### config.mk
export PLATFORM = sky130hd
export DESIGN_NAME = bin2bcd_arb
export DESIGN_NICKNAME = d
export VERILOG_FILES = /design/src/rtl/bin2bcd_arb.sv
export SDC_FILE = /design/constraint.sdc
export NUM_CORES = 1
export LEC_CHECK = 0
export ABC_AREA = 1
export CORE_ASPECT_RATIO = 0.6
export CORE_MARGIN = 1.5
export CORE_UTILIZATION = 46
export DETAILED_ROUTE_END_ITERATION = 6
export HOLD_SLACK_MARGIN = 0.15
export PLACE_DENSITY = 0.8
export SLEW_MARGIN = 30
export SYNTH_ARGS = -nofsm -noshare
export SYNTH_HDL_FRONTEND = slang
export SYNTH_SLANG_ARGS = --single-unit
### constraint.sdc
create_clock -name clk -period 2.5 [get_ports clk]
set_clock_uncertainty 0.1 [all_clocks]
set_input_delay 0.25 -clock clk [delete_from_list [all_inputs] [get_ports clk]]
set_output_delay 0.25 -clock clk [all_outputs]
set_load 0.02 [all_outputs]
### src/rtl/bin2bcd_arb.sv
// bin2bcd_arb: shares one fixed-latency bin2bcd pipeline among NREQ requesters.
// Grants one operand per cycle, forwards it to the converter, and remembers
// the requester index in an in-order tag FIFO so each converter result can
// be routed back to the requester that issued it.
// Build option: define BCD_ARB_RR_EN for round-robin arbitration; when it is
// undefined the arbiter is fixed priority (lowest index wins).
//
// Handshake: a transfer happens when req[i] & gnt[i] are both high at a
// rising edge; gnt is combinational from req and internal state, and a
// requester holds req until it sees its grant at an edge.
module bin2bcd_arb #(
   parameter int NREQ  = 4,
   parameter int LAT   = 4,
   parameter int DEPTH = 8   // must be at least LAT+1
) (
   input  logic                 clk,
   input  logic                 rst,
   input  logic [NREQ-1:0]      req,
   input  logic [11*NREQ-1:0]   req_bin,
   output logic [NREQ-1:0]      gnt,
   output logic [10:0]          cv_bin,
   output logic                 cv_bin_vld,
   input  logic [16:0]          cv_bcd,
   input  logic                 cv_bcd_vld,
   output logic [NREQ-1:0]      rsp_vld,
   output logic [16:0]          rsp_bcd,
   output logic                 err
);

   localparam int TW = (NREQ > 1)  ? $clog2(NREQ)    : 1;
   localparam int PW = (DEPTH > 1) ? $clog2(DEPTH)   : 1;
   localparam int CW = $clog2(DEPTH + 1);
   localparam int DW = (LAT > 0)   ? $clog2(LAT + 1) : 1;

   logic [CW-1:0]   cnt_q, cnt_d;
   logic [PW-1:0]   wr_q, wr_d;
   logic [PW-1:0]   rd_q, rd_d;
   logic [TW-1:0]   fifo_q [DEPTH];
   logic [TW-1:0]   fifo_d [DEPTH];
   logic [DW-1:0]   drain_q, drain_d;
   logic [10:0]     cv_bin_q, cv_bin_d;
   logic            cv_bin_vld_q, cv_bin_vld_d;
   logic [NREQ-1:0] rsp_vld_q, rsp_vld_d;
   logic [16:0]     rsp_bcd_q, rsp_bcd_d;
   logic            err_q, err_d;

   logic            gnt_any;
   logic [TW-1:0]   gnt_idx;
   logic            can_grant;
   logic            xfer;
   logic            pop;
   logic            spurious;

`ifdef BCD_ARB_RR_EN
   logic [TW-1:0]   rr_q, rr_d;
   int              rr_k;
`endif

   function automatic logic [PW-1:0] ptr_inc(input logic [PW-1:0] p);
      return (p == PW'(DEPTH - 1)) ? '0 : p + PW'(1);
   endfunction

   // Arbiter: pick one requester, then mask the grant while in reset, while
   // stale converter results drain, or while the tag FIFO is full.
   always_comb begin
      gnt_any = 1'b0;
      gnt_idx = '0;
`ifdef BCD_ARB_RR_EN
      rr_k = 0;
      for (int i = 0; i < NREQ; i++) begin
         rr_k = int'(rr_q) + i;
         if (rr_k >= NREQ) rr_k = rr_k - NREQ;
         if (!gnt_any && req[rr_k]) begin
            gnt_any = 1'b1;
            gnt_idx = TW'(rr_k);
         end
      end
`else
      for (int i = 0; i < NREQ; i++) begin
         if (!gnt_any && req[i]) begin
            gnt_any = 1'b1;
            gnt_idx = TW'(i);
         end
      end
`endif
      can_grant = !rst && (drain_q == '0) && (cnt_q != CW'(DEPTH));
      gnt = '0;
      if (gnt_any && can_grant) gnt[gnt_idx] = 1'b1;
   end

   assign xfer     = |(req & gnt);
   // Results arriving during the post-reset drain window belong to abandoned
   // tags and are dropped without popping or flagging an error.
   assign pop      = cv_bcd_vld && (drain_q == '0) && (cnt_q != '0);
   assign spurious = cv_bcd_vld && (drain_q == '0) && (cnt_q == '0);

   // Next-state: operand register, tag FIFO, response routing and error flag.
   always_comb begin
      cnt_d        = cnt_q;
      wr_d         = wr_q;
      rd_d         = rd_q;
      fifo_d       = fifo_q;
      drain_d      = (drain_q != '0) ? drain_q - DW'(1) : drain_q;
      cv_bin_d     = cv_bin_q;
      cv_bin_vld_d = xfer;
      rsp_vld_d    = '0;
      rsp_bcd_d    = rsp_bcd_q;
      err_d        = err_q | spurious;
`ifdef BCD_ARB_RR_EN
      rr_d         = rr_q;
`endif
      if (xfer) begin
         cv_bin_d     = req_bin[11*int'(gnt_idx) +: 11];
         fifo_d[wr_q] = gnt_idx;
         wr_d         = ptr_inc(wr_q);
`ifdef BCD_ARB_RR_EN
         rr_d         = (gnt_idx == TW'(NREQ - 1)) ? '0 : gnt_idx + TW'(1);
`endif
      end
      if (pop) begin
         rsp_vld_d[fifo_q[rd_q]] = 1'b1;
         rsp_bcd_d               = cv_bcd;
         rd_d                    = ptr_inc(rd_q);
      end
      case ({xfer, pop})
         2'b10:   cnt_d = cnt_q + CW'(1);
         2'b01:   cnt_d = cnt_q - CW'(1);
         default: cnt_d = cnt_q;
      endcase
   end

   // State registers; reset abandons outstanding tags and opens the drain window.
   always_ff @(posedge clk) begin
      if (rst) begin
         cnt_q        <= '0;
         wr_q         <= '0;
         rd_q         <= '0;
         drain_q      <= DW'(LAT);
         cv_bin_q     <= '0;
         cv_bin_vld_q <= 1'b0;
         rsp_vld_q    <= '0;
         rsp_bcd_q    <= '0;
         err_q        <= 1'b0;
`ifdef BCD_ARB_RR_EN
         rr_q         <= '0;
`endif
      end else begin
         cnt_q        <= cnt_d;
         wr_q         <= wr_d;
         rd_q         <= rd_d;
         fifo_q       <= fifo_d;
         drain_q      <= drain_d;
         cv_bin_q     <= cv_bin_d;
         cv_bin_vld_q <= cv_bin_vld_d;
         rsp_vld_q    <= rsp_vld_d;
         rsp_bcd_q    <= rsp_bcd_d;
         err_q        <= err_d;
`ifdef BCD_ARB_RR_EN
         rr_q         <= rr_d;
`endif
      end
   end

   assign cv_bin     = cv_bin_q;
   assign cv_bin_vld = cv_bin_vld_q;
   assign rsp_vld    = rsp_vld_q;
   assign rsp_bcd    = rsp_bcd_q;
   assign err        = err_q;

endmodule
== Word-level counts from Yosys, hierarchy flattened ==
Cells that the tools add are included.
Widths: inputs -> output; s select.

* $add $sub $neg: 5
* $mul: 1
* Divide/modulo/power cells: 0
* Magnitude comparators: 7
* Equality and inequality tests: 5
* Shift operators: 1
* Multiplexer cells: 21
* Bitwise logic cells: 6
* Reductions and logical operators: 24

{| class="wikitable"
|+ Operators with widths
! cell !! number
|-
| $shiftx 44x7->11 || 1
|-
| $bwmux 16 || 1
|-
| $logic_and 1x1->1 || 12
|-
| $mux 2 || 5
|-
| $ge 4x4->1 const B || 2
|-
| $not 3->4 || 2
|-
| $pmux 4 s2 || 1
|-
| $mux 1 || 7
|-
| $add 3x1->3 const B || 2
|-
| $bmux 2 s3 || 1
|-
| $demux 2 s3 || 1
|-
| $eq 3x3->1 const B || 2
|-
| $lt 2x3->1 const B || 2
|-
| $mul 4x2->6 const A || 1
|-
| $mux 3 || 2
|-
| $add 4x1->4 const B || 1
|-
| $and 4x4->4 || 1
|-
| $demux 1 s2 || 2
|-
| $ge 2x1->1 const B || 2
|-
| $logic_not 1->1 || 4
|-
| $logic_not 4->1 || 1
|-
| $lt 4x1->1 const B || 1
|-
| $mux 4 || 1
|-
| $ne 4x4->1 const B || 1
|-
| other kinds (13) || 14
|}

* Flip-flop bits (word level): 63
* Bits in latches: 0
* RAM bits: 0
* Memory bits (read-only): 0
* Input bits: 68
* Output and inout port bits: 38
* Word-level logic and storage cells: 87
* Memories: 0

== Longest topological paths before layout ==
Gate-level depths: netlist (run 1).

* Depth after elaboration: 19
* Mapped depth: 15
* Depth with buffers taken out: 14

== Least setup slack after synthesis (run 1) ==
OpenSTA, ideal clock, no wires.

* Kind: register to register
* From: reg drain_q[0]
* To: reg cnt_q[3]
* Library setup time: 0.070 ns
* Arrival: 2.103 ns
* Required time: 2.330 ns
* Path slack: 0.227 ns
* Cell stages (with the launch flop): 16
* Path buffers: 1
* Clock period less this slack: 2.273 ns
* Cell sequence: dfxtp_1 inv_1 ha_1 nand2_2 nor2_2 nand2_2 inv_2 buf_4 ha_1 ha_1 nand2_1 nand2_1 nor2_1 xor2_1 nand2_1 a21oi_1

* Elaborated cells on any way between the ends: 13
* Classes of those cells: 2 x eq/ne; 2 x mux; 1 x bitwise; 8 x reduce/logical

{| class="wikitable"
|+ RTL lines
! item !! line !! text
|-
| start, declared || 40 || <nowiki>logic [DW-1:0] drain_q, drain_d;</nowiki>
|-
| start signal, assigned || 138 || <nowiki>drain_q <= DW'(LAT);</nowiki>
|-
| start signal, assigned || 152 || <nowiki>drain_q <= drain_d;</nowiki>
|-
| $logic_not 3->1 * || 94 || <nowiki>assign pop = cv_bcd_vld && (drain_q == '0) && (cnt_q != '0);</nowiki>
|-
| $logic_and 1x1->1 * (2 in series) || 94 ||
|-
| net pop || 51 || <nowiki>logic pop;</nowiki>
|-
| $eq 2x1->1 or $eq 2x2->1 (tied branches) || 125 || <nowiki>case ({xfer, pop})</nowiki>
|-
| $pmux 4 s2 or $reduce_bool 2->1 (tied branches) || - ||
|-
| end signal, assigned || 148 || <nowiki>cnt_q <= cnt_d;</nowiki>
|-
| end, declared || 35 || <nowiki>logic [CW-1:0] cnt_q, cnt_d;</nowiki>
|}

Mark *: on every way through the listed nets, which the timed path passes. The rest lies on a longest branch.
A chain may end at the register's enable or synchronous reset.

== Final worst setup path (run 1) ==
* From: reg drain_q[0]
* To: reg cnt_q[3]

* Word-level cells in the longest chain between the ends: 9
* Elaborated cells on any way between the ends: 13
* Classes of those cells: 2 x eq/ne; 2 x mux; 1 x bitwise; 8 x reduce/logical

{| class="wikitable"
|+ Ends and longest elaborated chain
! item !! line !! text
|-
| $logic_not 3->1 * || 86, 94 ||
|-
| $logic_and 1x1->1 (2 in series) || 86 || <nowiki>can_grant = !rst && (drain_q == '0) && (cnt_q != CW'(DEPTH));</nowiki>
|-
| $logic_and 1x1->1 || 88 || <nowiki>if (gnt_any && can_grant) gnt[gnt_idx] = 1'b1;</nowiki>
|-
| $mux 4 || 88 ||
|-
| $and 4x4->4 || 91 || <nowiki>assign xfer = |(req & gnt);</nowiki>
|-
| $reduce_or 4->1 || 91 ||
|-
| $eq 2x1->1 or $eq 2x2->1 (tied branches) || 125 ||
|-
| $pmux 4 s2 or $reduce_bool 2->1 (tied branches) || - ||
|}

Every way passes the cells marked *; elsewhere a longest branch is shown, timed or not.

==> flow_summary.toml, run 1 <==
[drt]
wl_per_cell_um = 12.72
ant_nets = 0
dr.pass1.iters = 4
vias_per_cell = 4.919
drcViolationCount = 0
drt_iter0_markers = 169
vias = 3025
wirelength_mm = 7.825

[clock_tree]
cts_htree_levels = 3
cts_setup_buffers = 0
postCtsHoldBufs = 0
clockBufferDepth = 2
clkTransAtPathRegs_ps = 50
clock-root-buffer = "clkbuf_16"
clkLatencyLatePin_ps = 330
cts.sinks = 63
cts_buffers = 9
tritoncts = "built"

[pwr]
totalPowerFinal_mw = 3.174
power_frac_seq_pct = 38.0
ir_drop_mv = 0.4258
p_sw_mw = 0.8747
internal_power_mw = 2.300
p_clk_share_pct = 38.4
p_leak_nw = 1.965
power_frac_comb_pct = 23.6
powerDensity_nw_per_um2 = 687.0
swShare_pct = 27.56

[logic_synthesis]
synth.distinct_cells = 35
yosysTopAreaCellShare_pct = 29.49
syn_inst = 412
synth_area_leaders = "dfxtp_1 (29%), edfxtp_1 (15%), nor2_1 (8.0%), inv_1 (6.4%), o21ai_0 (6.3%)"
synth_area_per_cell_um2 = 7.744
ys_ff_latch = 63
ys_seq_area_share_pct = 44.55
synth_area_um2 = 3191
ys_warn_count = 0
synth_top_area_cell = "dfxtp_1"
synth_nets = 490

[critical_path]
r2r_slack_ps = 200
critPathMaxFanout = 6
crit_path_end_kind = "flip-flop"
reg2reg_from = "drain_q[0]"
r2r-end = "cnt_q[3]"
path_cells = "inv_1, ha_1, nand2_2, nor2_2, nand3_2, ha_1, ha_1, nand2_1, nand2_1, nor2_1, xor2_1, nand2_1, a21oi_1"
crit_arrival_ps = 2460
worstPathRequired_ps = 2660
max_stage_delay_ps = 330
path_class = "reg2reg"
start_kind = "flip-flop"
critPathBufInv = 1
slowest_stage = "ha_1"
rr_worst_depth = 13
cp_top_family = "adder cells"

[timing]
tightestPinTransition_ps = 358.3
finalHoldViolations = 0
relSlewSlack_pct = 76.12
rsz0062_at_grt = "false"
setup_tns_ps = 0
period_share_pct = 92.09
period_minus_slack_ps = 2302
max_freq_ghz = 0.4344
setup_viol = 0
finalMaxSlewViolations = 0

[outcome]
outcome = "completed"

[cells_and_area]
syn2layout_area_growth_pct = 44.82
nFillCells = 574
antenna_cells = 0
drive_gt1_share_pct = 10.42
final_cell_mix = "clkdlybuf4s50_1 (101), nor2_1 (67), inv_1 (54)"
nets = 601
final_common_cell = "clkdlybuf4s50_1"
final_cell_area_um2 = 4621
multi_input_area_um2 = 1428
seqCellArea_um2 = 1421

[grt]
grt_max_degree = 38
grt_pass1_vias = 2821
grt_overflow = 0
grt_pass1_wl_mm = 12.80
antenna_found_initial = 0
gr-usage-all-layers_pct = 21.92

[floorplan]
die_h_um = 67.51
core.rowCount = 23
die_area_um2 = 7461
die_x_um = 110.5
start_util_pct = 47.79
fp.coreArea_um2 = 6676
pin_count = 106

[min_path]
min_to = "drain_q[0]"
hold_start = "drain_q[0]"
holdPathStages = 1
hold_path.class = "reg2reg"

[place]
place.gp.congestion = 0.8083
place_hpwl_mm = 5.752
place_area_um2 = 4329
portBuffers = 105

[run]
max-cap-violations = 0
==> worst register-to-register path, cell delays in order, from the launching register on <==
cell	delay, ps
dfxtp_1	310
inv_1	80
ha_1	180
nand2_2	110
nor2_2	140
nand3_2	130
ha_1	270
ha_1	330
nand2_1	70
nand2_1	40
nor2_1	120
xor2_1	160
nand2_1	70
a21oi_1	120
==> registers in the layout, summed over array words and instances, names as in the netlist <==
signal      count
drain_q         3
cv_bin_vld      1
rsp_bcd        17
wr_q            3
cv_bin         11
fifo_q         16
err             1
rsp_vld         4
cnt_q           4
rd_q            3
==> how the worst max path moves through the flow <==
stage	from	endpoint	slack, ps	depth (start not counted)
final	drain_q[0]	cnt_q[3]	200	13
after floorplan	drain_q[0]	cnt_q[3]	230	15
after CTS	drain_q[0]	cnt_q[3]	170	13
after detailed placement	req[0]	cnt_q[3]	50	12
after global placement	req[0]	cnt_q[3]	120	12
after global routing	drain_q[0]	cnt_q[3]	8	13
==> synth_stat cells <==
master and n:
nor3_1 2, buf_6 4, inv_1 54, dfxtp_1 47, o21ai_2 1, o21ai_0 40, nand3_2 2, nand2_4 2
nand3b_1 13, inv_2 5, nand2_2 3, xor2_1 1, or2_2 11, nor4_1 1, buf_4 3, o211ai_1 1
o31ai_1 1, nor3_2 1, nor2_2 2, o22ai_1 1, a31oi_1 1, edfxtp_1 16, clkbuf_1 3, xnor2_1 2
clkinv_1 1, clkbuf_2 2, nand2_1 51, nand3_1 35, fa_1 1, o21a_1 10, nor2_1 68, nor2_4 1
buf_2 6, a21oi_1 11, ha_1 9
==> final cells by class <==
class                   instances  area share (%)
well taps                      87           2.356
clock inverters                 3          0.9477
repair buffers                118           24.75
inverters                      60           4.874
clock buffers                  13           5.416
flip-flops and latches         63           30.76
multi-input cells             271           30.90
==> power groups by stage <==
stage | Sequential (mW) | Clock, mW | Combinational [mW]
floorplan | 1.28 | 0 | 0.381
global placement | 1.22 | 0 | 0.725
detailed placement | 1.22 | 0 | 0.744
CTS | 1.21 | 1.24 | 0.749
global route | 1.22 | 1.29 | 0.838
finish | 1.21 | 1.22 | 0.748
==> per-stage QoR <==
stage	worst slack, ps	std cells	hold WS (ps)	util, %
2_1_floorplan	227.1	412	316.7	-
3_3_place_gp	121.8	599	332.8	64.84
3_5_place_dp	53.07	599	348.6	64.84
4_1_cts	172.4	615	353.2	69.17
5_1_grt	8.450	615	378.5	69.21
6_report	197.8	615	354.7	69.21
==> cell families after synthesis <==
kind of cell,synth area share [%]
buf+inv,10.78
xor+xnor,0.8237
fa+ha+maj,4.157
flops,44.55
compound gates,11.49
simple gates,28.20
==> per-layer routing <==
layer / global-route usage, % / part of all wire, % / up-vias
met2: 35.19 / 44 / 97
li1: - / - / 1540
met4: 8.654 / 0.83 / 0
met5: 0 / 0 / -
met3: 7.181 / 6.9 / 9
met1: 27.93 / 48 / 1379
==> what timing repair did <==
action / 4_1_cts / 5_1_grt
gates cloned: 0 / 0
setup endpoints to repair: 4 / 1
endpoints found under the hold margin: 0 / 0
pin swaps: 0 / 0
gates resized for setup: 4 / 1
(Power assumes the default switching activity.)
==> run 2: changes to the inputs <==
- SETUP_SLACK_MARGIN: default -> 0.2
- TNS_END_PERCENT: default -> 50
==> run 2 against run 1 <==
Design area rose by 0.30%. Core utilization rose by 0.21 points. Maximum frequency rose by 4.1%. Wire length rose by 0.79%. Largest power group unchanged. Setup slack improved by 91 ps. Register-to-register slack improved by 90 ps. Global-route usage rose by 0.10 points. Sequential power barely moved.
==> flow_summary.toml, run 2 (synthesized netlist as in run 1, its figures left out) <==
[clock_tree]
cts_htree_levels = 3
tritoncts = "built"
cts.sinks = 63
clkTransAtPathRegs_ps = 50
clkLatencyLatePin_ps = 330
clockBufferDepth = 2
cts_setup_buffers = 0
cts_buffers = 9
clock-root-buffer = "clkbuf_16"
postCtsHoldBufs = 0

[cells_and_area]
stdcell_count = 615
final_cell_mix = "clkdlybuf4s50_1 (101), nor2_1 (67), inv_1 (54)"
nets = 601
syn2layout_area_growth_pct = 45.25
antenna_cells = 0
multi_input_area_um2 = 1453
largest_reg_flops = 17
seqCellArea_um2 = 1421
nFillCells = 568
final_common_cell = "clkdlybuf4s50_1"
drive_gt1_share_pct = 11.36

[drt]
vias = 3046
drcViolationCount = 0
dr.pass1.iters = 4
vias_per_cell = 4.953
ant_nets = 0
drt_iter0_markers = 147
wirelength_mm = 7.887
wl_per_cell_um = 12.82

[place]
place.gp.congestion = 0.8083
place_inst = 599
pre_cts_slack_ps = 53.07
place_hpwl_mm = 5.752
portBuffers = 105

[timing]
setup_tns_ps = 0
rsz0062_at_grt = "true"
relSlewSlack_pct = 75.52
max_freq_ghz = 0.4521
tightestPinTransition_ps = 367.2
finalMaxSlewViolations = 0
period_share_pct = 88.47
finalHoldViolations = 0
setup_ws_ps = 288.3
period_minus_slack_ps = 2212
setup_viol = 0

[critical_path]
crit_arrival_ps = 2370
max_stage_delay_ps = 310
slowest_stage = "dfxtp_1"
cpMostUsedCell = "nand2_1"
path_cells = "inv_1, ha_2, nand2_4, nor2_4, nand3_2, ha_4, ha_1, nand2_1, nand2_1, nor2_1, xor2_1, nand2_1, a21oi_1"
critPathBufInv = 1
worstPathRequired_ps = 2660
path_class = "reg2reg"
crit_path_end_kind = "flip-flop"
critPathMaxFanout = 6
cp_top_family = "adder cells"
start_kind = "flip-flop"

[floorplan]
start_util_pct = 47.79
core.rowCount = 23
fp.coreArea_um2 = 6676
die_x_um = 110.5
pin_count = 106
die_area_um2 = 7461
die_h_um = 67.51

[grt]
grt_pass1_wl_mm = 12.85
antenna_found_initial = 0
grt_max_degree = 38
gr-usage-all-layers_pct = 22.02
grt_overflow = 0
grt_pass1_vias = 2829

[run]
max-cap-violations = 0

[outcome]
outcome = "completed"

[pwr]
ir_drop_mv = 0.4258
p_leak_nw = 1.961
powerDensity_nw_per_um2 = 690.8

[min_path]
hold_path.class = "reg2reg"
[run 2: cell types whose count changed in the layout (fill, tap and decap cells not counted)]
cell and delta:
nor2_2 -1, ha_4 +1, ha_1 -2, nand2_4 +1, nor2_4 +1, ha_2 +1, dlygate4sd2_1 -3, nand2_2 -1
clkbuf_2 +3
[run 2: repair_timing]
| item | CTS | global route |
|---|---|---|
| resized for setup | 5 | 12 |
| gates cloned | 0 | 0 |
| setup endpoints to repair | 5 | 8 |
[run 2: power by group]
group          internal (mW)  switching (mW)
sequential              1.14          0.0637
combinational          0.367           0.404
clock                  0.799           0.423
[run 2: metrics by stage]
step | utilization [%] | total power, mW | hold WS, ps | instance area (um^2)
floorplan | - | 1.660 | 316.7 | 3191
global placement | 64.84 | 1.945 | 332.8 | 4329
detailed placement | 64.84 | 1.967 | 348.6 | 4329
CTS | 69.21 | 3.200 | 353.2 | 4621
global route | 69.42 | 3.360 | 378.5 | 4634
finish | 69.42 | 3.202 | 351.1 | 4634
[run 2: final timing paths]
path                                  from          to  slack [ps]  cells past startpoint
worst max-delay path            drain_q[0]    cnt_q[3]         290                     13
worst min-delay path            drain_q[0]  drain_q[0]         350                      1
worst max register to register  drain_q[0]    cnt_q[3]         290                     13
worst min register to register  drain_q[0]  drain_q[0]         350                      1
[run 2: layout make-up]
class / instances / share of cell area [%]
Clock inverter: 3 / 0.9449
Multi-Input combinational cell: 271 / 31.34
Timing Repair Buffer: 118 / 24.43
Sequential cell: 63 / 30.67
Tap cell: 87 / 2.349
Inverter: 60 / 4.860
Clock buffer: 13 / 5.400
[run 2: metal layers]
layer | vias to the layer above | track usage (%) | routed length, um
met1 | 1399 | 27.93 | 3789
met2 | 98 | 35.57 | 3479
li1 | 1540 | - | -
met5 | - | 0 | 0
met4 | 0 | 8.654 | 65
met3 | 9 | 7.181 | 552
[run 2: worst reg2reg max path: stages (launching register included)]
cell     delay (ps)
dfxtp_1         310
inv_1            80
ha_2            210
nand2_4          80
nor2_4          110
nand3_2         140
ha_4            210
ha_1            310
nand2_1          70
nand2_1          40
nor2_1          120
xor2_1          160
nand2_1          70
a21oi_1         120
==> run 3: changes to the inputs <==
- CORE_UTILIZATION: 46 -> 42
- PLACE_DENSITY: 0.8 -> 0.77
- TNS_END_PERCENT: 50 -> default
- clock period: 2.5 -> 1.8 ns (I/O delays scaled with it)
==> run 3 against run 2 <==
The run now ends with setup timing left. Wire length increased by 20%. Total power up 46%. Maximum frequency is 5.2% higher. Sequential cell count stayed put. Setup slack worse by 590 ps. Register-to-register slack worse by 590 ps. Cell count up 8.0%. Combinational power rose by 91%. Design area up 13%. Non-clock buffer count up 32. Core utilization is 2.5 points higher. Via count up 6.8%. Critical path type unchanged. Largest cell class unchanged. Highest routed layer unchanged.
==> flow_summary.toml, run 3 (synthesized netlist as in run 1, its figures left out) <==
[outcome]
violations = "setup timing"
outcome = "finished, violations left"

[floorplan]
die_h_um = 70.51
die_x_um = 115.5
pin_count = 106
start_util_pct = 43.72
fp.coreArea_um2 = 7297
die_area_um2 = 8145
core.rowCount = 24

[cells_and_area]
drive_gt1_share_pct = 24.46
final_cell_mix = "clkdlybuf4s50_1 (93), nor2_1 (56), inv_1 (51)"
nets = 633
stdcell_count = 664
largest_reg_flops = 17
final_common_cell = "clkdlybuf4s50_1"
syn2layout_area_growth_pct = 64.47
antenna_cells = 0

[drt]
drt_iter0_markers = 236
wirelength_mm = 9.501
dr.pass1.iters = 6
drcViolationCount = 0
vias_per_cell = 4.898
wl_per_cell_um = 14.31
vias = 3252
ant_nets = 0

[timing]
setup_tns_ps = -2917
tightestPinTransition_ps = 400.9
max_freq_ghz = 0.4757
finalHoldViolations = 0
period_minus_slack_ps = 2102
period_share_pct = 116.8
rsz0062_at_grt = "true"
relSlewSlack_pct = 73.24
finalHoldWorstSlack_ps = 379.4
finalMaxSlewViolations = 0
setup_ws_ps = -302.1
setup_viol = 28

[place]
place.gp.congestion = 0.8180
portBuffers = 105
place_inst = 634
place_hpwl_mm = 6.394
pre_cts_slack_ps = -492.1

[grt]
grt_pass1_vias = 3101
grtUsageMet2_pct = 35.63
use_met1_pct = 31.14
gr-max-usage-layer = "met2"
grt_overflow = 0
antenna_found_initial = 0
grt_pass1_wl_mm = 14.59
gr-usage-all-layers_pct = 23.19
grt_max_degree = 31
use_met3_pct = 8.767

[clock_tree]
clkLatencyLatePin_ps = 320
cts_htree_levels = 3
cts.sinks = 63
postCtsHoldBufs = 0
clock-root-buffer = "clkbuf_16"
tritoncts = "built"
clkTransAtPathRegs_ps = 50
cts_buffers = 9
clockBufferDepth = 2

[critical_path]
path_class = "reg2reg"
path_cells = "inv_2, ha_4, nand2_4, buf_6, nor2_4, nand2_2, inv_4, ha_4, ha_4, nand2_2, nor2_2, nor2_2, xor2_1, nand2_1, a21oi_2"
critPathMaxFanout = 4
critPathBufInv = 3
crit_arrival_ps = 2260
max_stage_delay_ps = 320
cpMostUsedCell = "ha_4"
crit_path_end_kind = "flip-flop"
cp_top_family = "simple AND/OR/NAND/NOR gates"
worstPathRequired_ps = 1960
slowest_stage = "dfxtp_2"
start_kind = "flip-flop"

[run]
max-cap-violations = 0

[pwr]
powerDensity_nw_per_um2 = 890.5
p_leak_nw = 2.302
totalPowerFinal_mw = 4.673
ir_drop_mv = 0.7550

[min_path]
hold_path.class = "reg2reg"
## run 3: cell count changes in the layout (fill, tap and decap cells not counted), sizes merged
| cell | delta |
|---|---|
| buf | +33 |
| clkinv | -1 |
| bufbuf | +1 |
| bufinv | -1 |
| dlymetal6s2s | +6 |
| dlygate4sd2 | +1 |
| clkdlybuf4s50 | -8 |
| clkbuf | +1 |
## run 3: metrics by stage
step | util, % | cell area [um^2]
2_1_floorplan | - | 3267
3_3_place_gp | 62.64 | 4571
3_5_place_dp | 62.64 | 4571
4_1_cts | 69.10 | 5042
5_1_grt | 71.91 | 5248
6_report | 71.91 | 5248
## run 3: worst reg2reg max path, delay by kind of cell, from the launching register on
kind	cells	cell delay (ps)
flip-flops	1	320
AO/OA/AOI/OAI	1	110
adder cells (fa/ha/maj)	3	530
XOR/XNOR	1	170
buffers and inverters	3	260
AND/OR/NAND/NOR	7	550
## run 3: final cells by class
cell class / count / area [um^2]
well taps: 104 / 130.1
multi-input cells: 271 / 1692
repair buffers: 150 / 1506
flip-flops and latches: 63 / 1424
clock buffers: 15 / 257.7
fillers: 543 / 2049
clock inverters: 1 / 5.005
inverters: 60 / 232.7
## run 3: final timing paths
kind / from / to / slack, ps / cells after the start
max reg2reg: drain_q[1] / cnt_q[3] / -300 / 15
min: err / err / 380 / 2
min reg2reg: err / err / 380 / 2
max: drain_q[1] / cnt_q[3] / -300 / 15
## run 3: power by group
part	total [mW]	switching (mW)	internal, mW	leakage, nW
Clock	1.51	0.548	0.967	0.128
Sequential	1.68	0.0889	1.59	0.528
Combinational	1.47	0.713	0.762	1.65
Total	4.67	1.35	3.32	2.30
## run 3: metal layers
layer / routed length [um] / part of all wire [%]
met1: 4317 / 45
met4: 172 / 1.8
met2: 4540 / 48
met5: 0 / 0
met3: 469 / 4.9
## run 3: what timing repair did
action                                  CTS  global route
resized for setup                        53            54
endpoints found under the setup margin   61            69
cloned                                    1             3
pin swaps                                11             8
buffers inserted                          8             2
==> variant: new RTL, flow settings as in run 3 <==
The parameter `DEPTH` goes from 8 to 4.
--- a/src/rtl/bin2bcd_arb.sv
+++ b/src/rtl/bin2bcd_arb.sv
@@ -11,7 +11,7 @@
 module bin2bcd_arb #(
    parameter int NREQ  = 4,
    parameter int LAT   = 4,
-   parameter int DEPTH = 8   // must be at least LAT+1
+   parameter int DEPTH = 4   // must be at least LAT+1
 ) (
    input  logic                 clk,
    input  logic                 rst,
Behaviour: not the same (a bounded check fails within 10 cycles, from zero or initial values and one cycle with rst high).
==> variant against run 3 <==
The run still ends with negative setup slack left; cell area down 18%; setup slack better by 0.055 ns; worst hold slack worse by 0.041 ns; total power down 30%; routed wire length down 24%; sequential cell count down 11; sequential power down 18%; area after synthesis down 16%; utilization down 2.2 points; largest power group unchanged.
==> variant: results (changes against run 3) <==
* Initial antenna violation count at 0 (unchanged)
* Dpl cells at 562 (was 634)
* Routed len/inst at 12.5 microns (was 14.3 microns)
* Met2 Use GR at 34.7% (was 35.6%)
* M3 GR Usage at 6.34% (was 8.77%)
* Failing checks: negative setup slack (unchanged)
* Crit path DAT at 2.15 ns (was 2.26 ns)
* Layout Cells excl Fill at 579 (was 664)
* CTS clk-pin slew, worst paths at 0.10 ns (was 0.05 ns)
* Adder-Cell Fraction of Synth Area at 4.47% (was 4.16%)
* Vias in the first global route at 2547 (was 3101)
* Post-synth net total at 441 (was 490)
* R2R Path End: cnt_q[2]$_SDFFE_PP0P_ (was cnt_q[3]$_SDFFE_PP0P_)
* CP delay by family, top: adder cells (was simple AND/OR/NAND/NOR gates)
* P_seq at 0.00137 W (was 0.00168 W)
* 1st-iter DRT viols at 124 (was 236)
* Worst R2R Path Depth at 12 (was 15)
* Rel. slew slack at 81.5% (was 73.2%)
* Sequential cell area fraction in the yosys report at 41.7% (was 44.5%)
* CTS buffer count at 5 (was 9)
* Leakage power at 1.96 nW (was 2.30 nW)
* Crit Path Max Fanout at 3 (was 4)
* Yosys cell types at 33 (was 35)
* R2R Path Start: drain_q[0]$_SDFFE_PP0P_ (was drain_q[1]$_SDFFE_PP0P_)
* Crit-path max cell delay at 0.36 ns (was 0.32 ns)
* Largest cells by area after synthesis: dfxtp_1 (33%), edfxtp_1 (8.9%), inv_1 (8.4%) (was dfxtp_1 (29%), edfxtp_1 (15%), nor2_1 (8.0%))
* GRT Util Overall at 21.3% (was 23.2%)
* Global-route wire length before repair at 11.6 mm (was 14.6 mm)
* Placed cell area at 3990 sq um (was 4570 sq um)
* Clock Power Share at 21.2% (was 32.4%)
* Synth cell count leaders: inv_1 (60), nor2_1 (50), dfxtp_1 (44), nand2_1 (44), nand3_1 (37) (was nor2_1 (68), inv_1 (54), nand2_1 (51), dfxtp_1 (47), o21ai_0 (40))
* Setup ws final at -0.247 ns (was -0.302 ns)
* Layout cells sized above 1 at 18.8% (was 24.5%)
* HPWL Detailed at 5.19 mm (was 6.39 mm)
* Area delta synth->final at 59.1% (was 64.5%)
* Peak supply drop at 0.455 mV (was 0.755 mV)
* Drt first pass iters at 4 (was 6)
* H-tree depth at 2 (was 3)
* Root Driver: clkbuf_8 (was clkbuf_16)
* Pwr/cell area at 761 nW/um^2 (was 891 nW/um^2)
* Worst-path cell with the longest stage delay: fa_2 (was dfxtp_2)
* Post-Synth XOR/XNOR Area at 0% (was 0.824%)
* Setup WS pre-CTS at -0.425 ns (was -0.492 ns)
* Status: finished with violations (unchanged)
* Synth Area in Compound Gates at 11.1% (was 11.5%)
* Total negative slack at -0.615 ns (was -2.92 ns)
* Mean post-synth cell area at 7.39 sq um (was 7.74 sq um)
* GRT met1 Usage at 27.9% (was 31.1%)
* Final setup vio count at 9 (was 28)
[variant: cell count changes after synthesis, sizes merged, moves of 3 or more]
cell           run 3  this run
inv               59        65
nor2              71        54
buf               13        16
clkbuf             5         2
nand3b            13         9
dfxtp             47        44
o21ai             41        34
o21a              10         7
edfxtp            16         8
nand2             56        46
[variant: cell type report]
class,instances,area [sq um]
clock buffer,5,68.8
clock inverter,3,22.5
fill,479,1860
inverter,66,265
multi-input combinational,228,1310
sequential,52,1120
tap,84,105
timing repair buffer,141,1380
[variant: per-stage QoR]
step	hold slack (ns)	utilization, %
after floorplan	0.152	-
after global placement	0.323	65.0
after detailed placement	0.325	65.0
after CTS	0.340	68.3
after global routing	0.362	69.7
final	0.338	69.7
[variant: worst min-delay path by stage]
| stage | start | to | slack [ns] | cells past startpoint |
|---|---|---|---|---|
| after floorplan | rst | err$_SDFF_PP0_ | 0.15 | 1 |
| after global placement | drain_q[0]$_SDFFE_PP0P_ | drain_q[0]$_SDFFE_PP0P_ | 0.32 | 1 |
| after CTS | drain_q[0]$_SDFFE_PP0P_ | drain_q[0]$_SDFFE_PP0P_ | 0.34 | 1 |
| final | drain_q[0]$_SDFFE_PP0P_ | drain_q[0]$_SDFFE_PP0P_ | 0.34 | 1 |
| after global routing | drain_q[0]$_SDFFE_PP0P_ | drain_q[0]$_SDFFE_PP0P_ | 0.36 | 1 |
| after detailed placement | drain_q[0]$_SDFFE_PP0P_ | drain_q[0]$_SDFFE_PP0P_ | 0.32 | 1 |
[variant: what timing repair did]
item                       4_1_cts  5_1_grt
gates cloned                     1        1
resized for setup               47       15
pin swaps                        2        1
buffers inserted                 5        2
setup endpoints to repair       52       55
[variant: routing by layer]
metal	part of all wire [%]	vias to the layer above
li1	-	1400
met3	8.3	6
met1	46	1214
met2	44	101
met5	0	-
met4	0.88	0
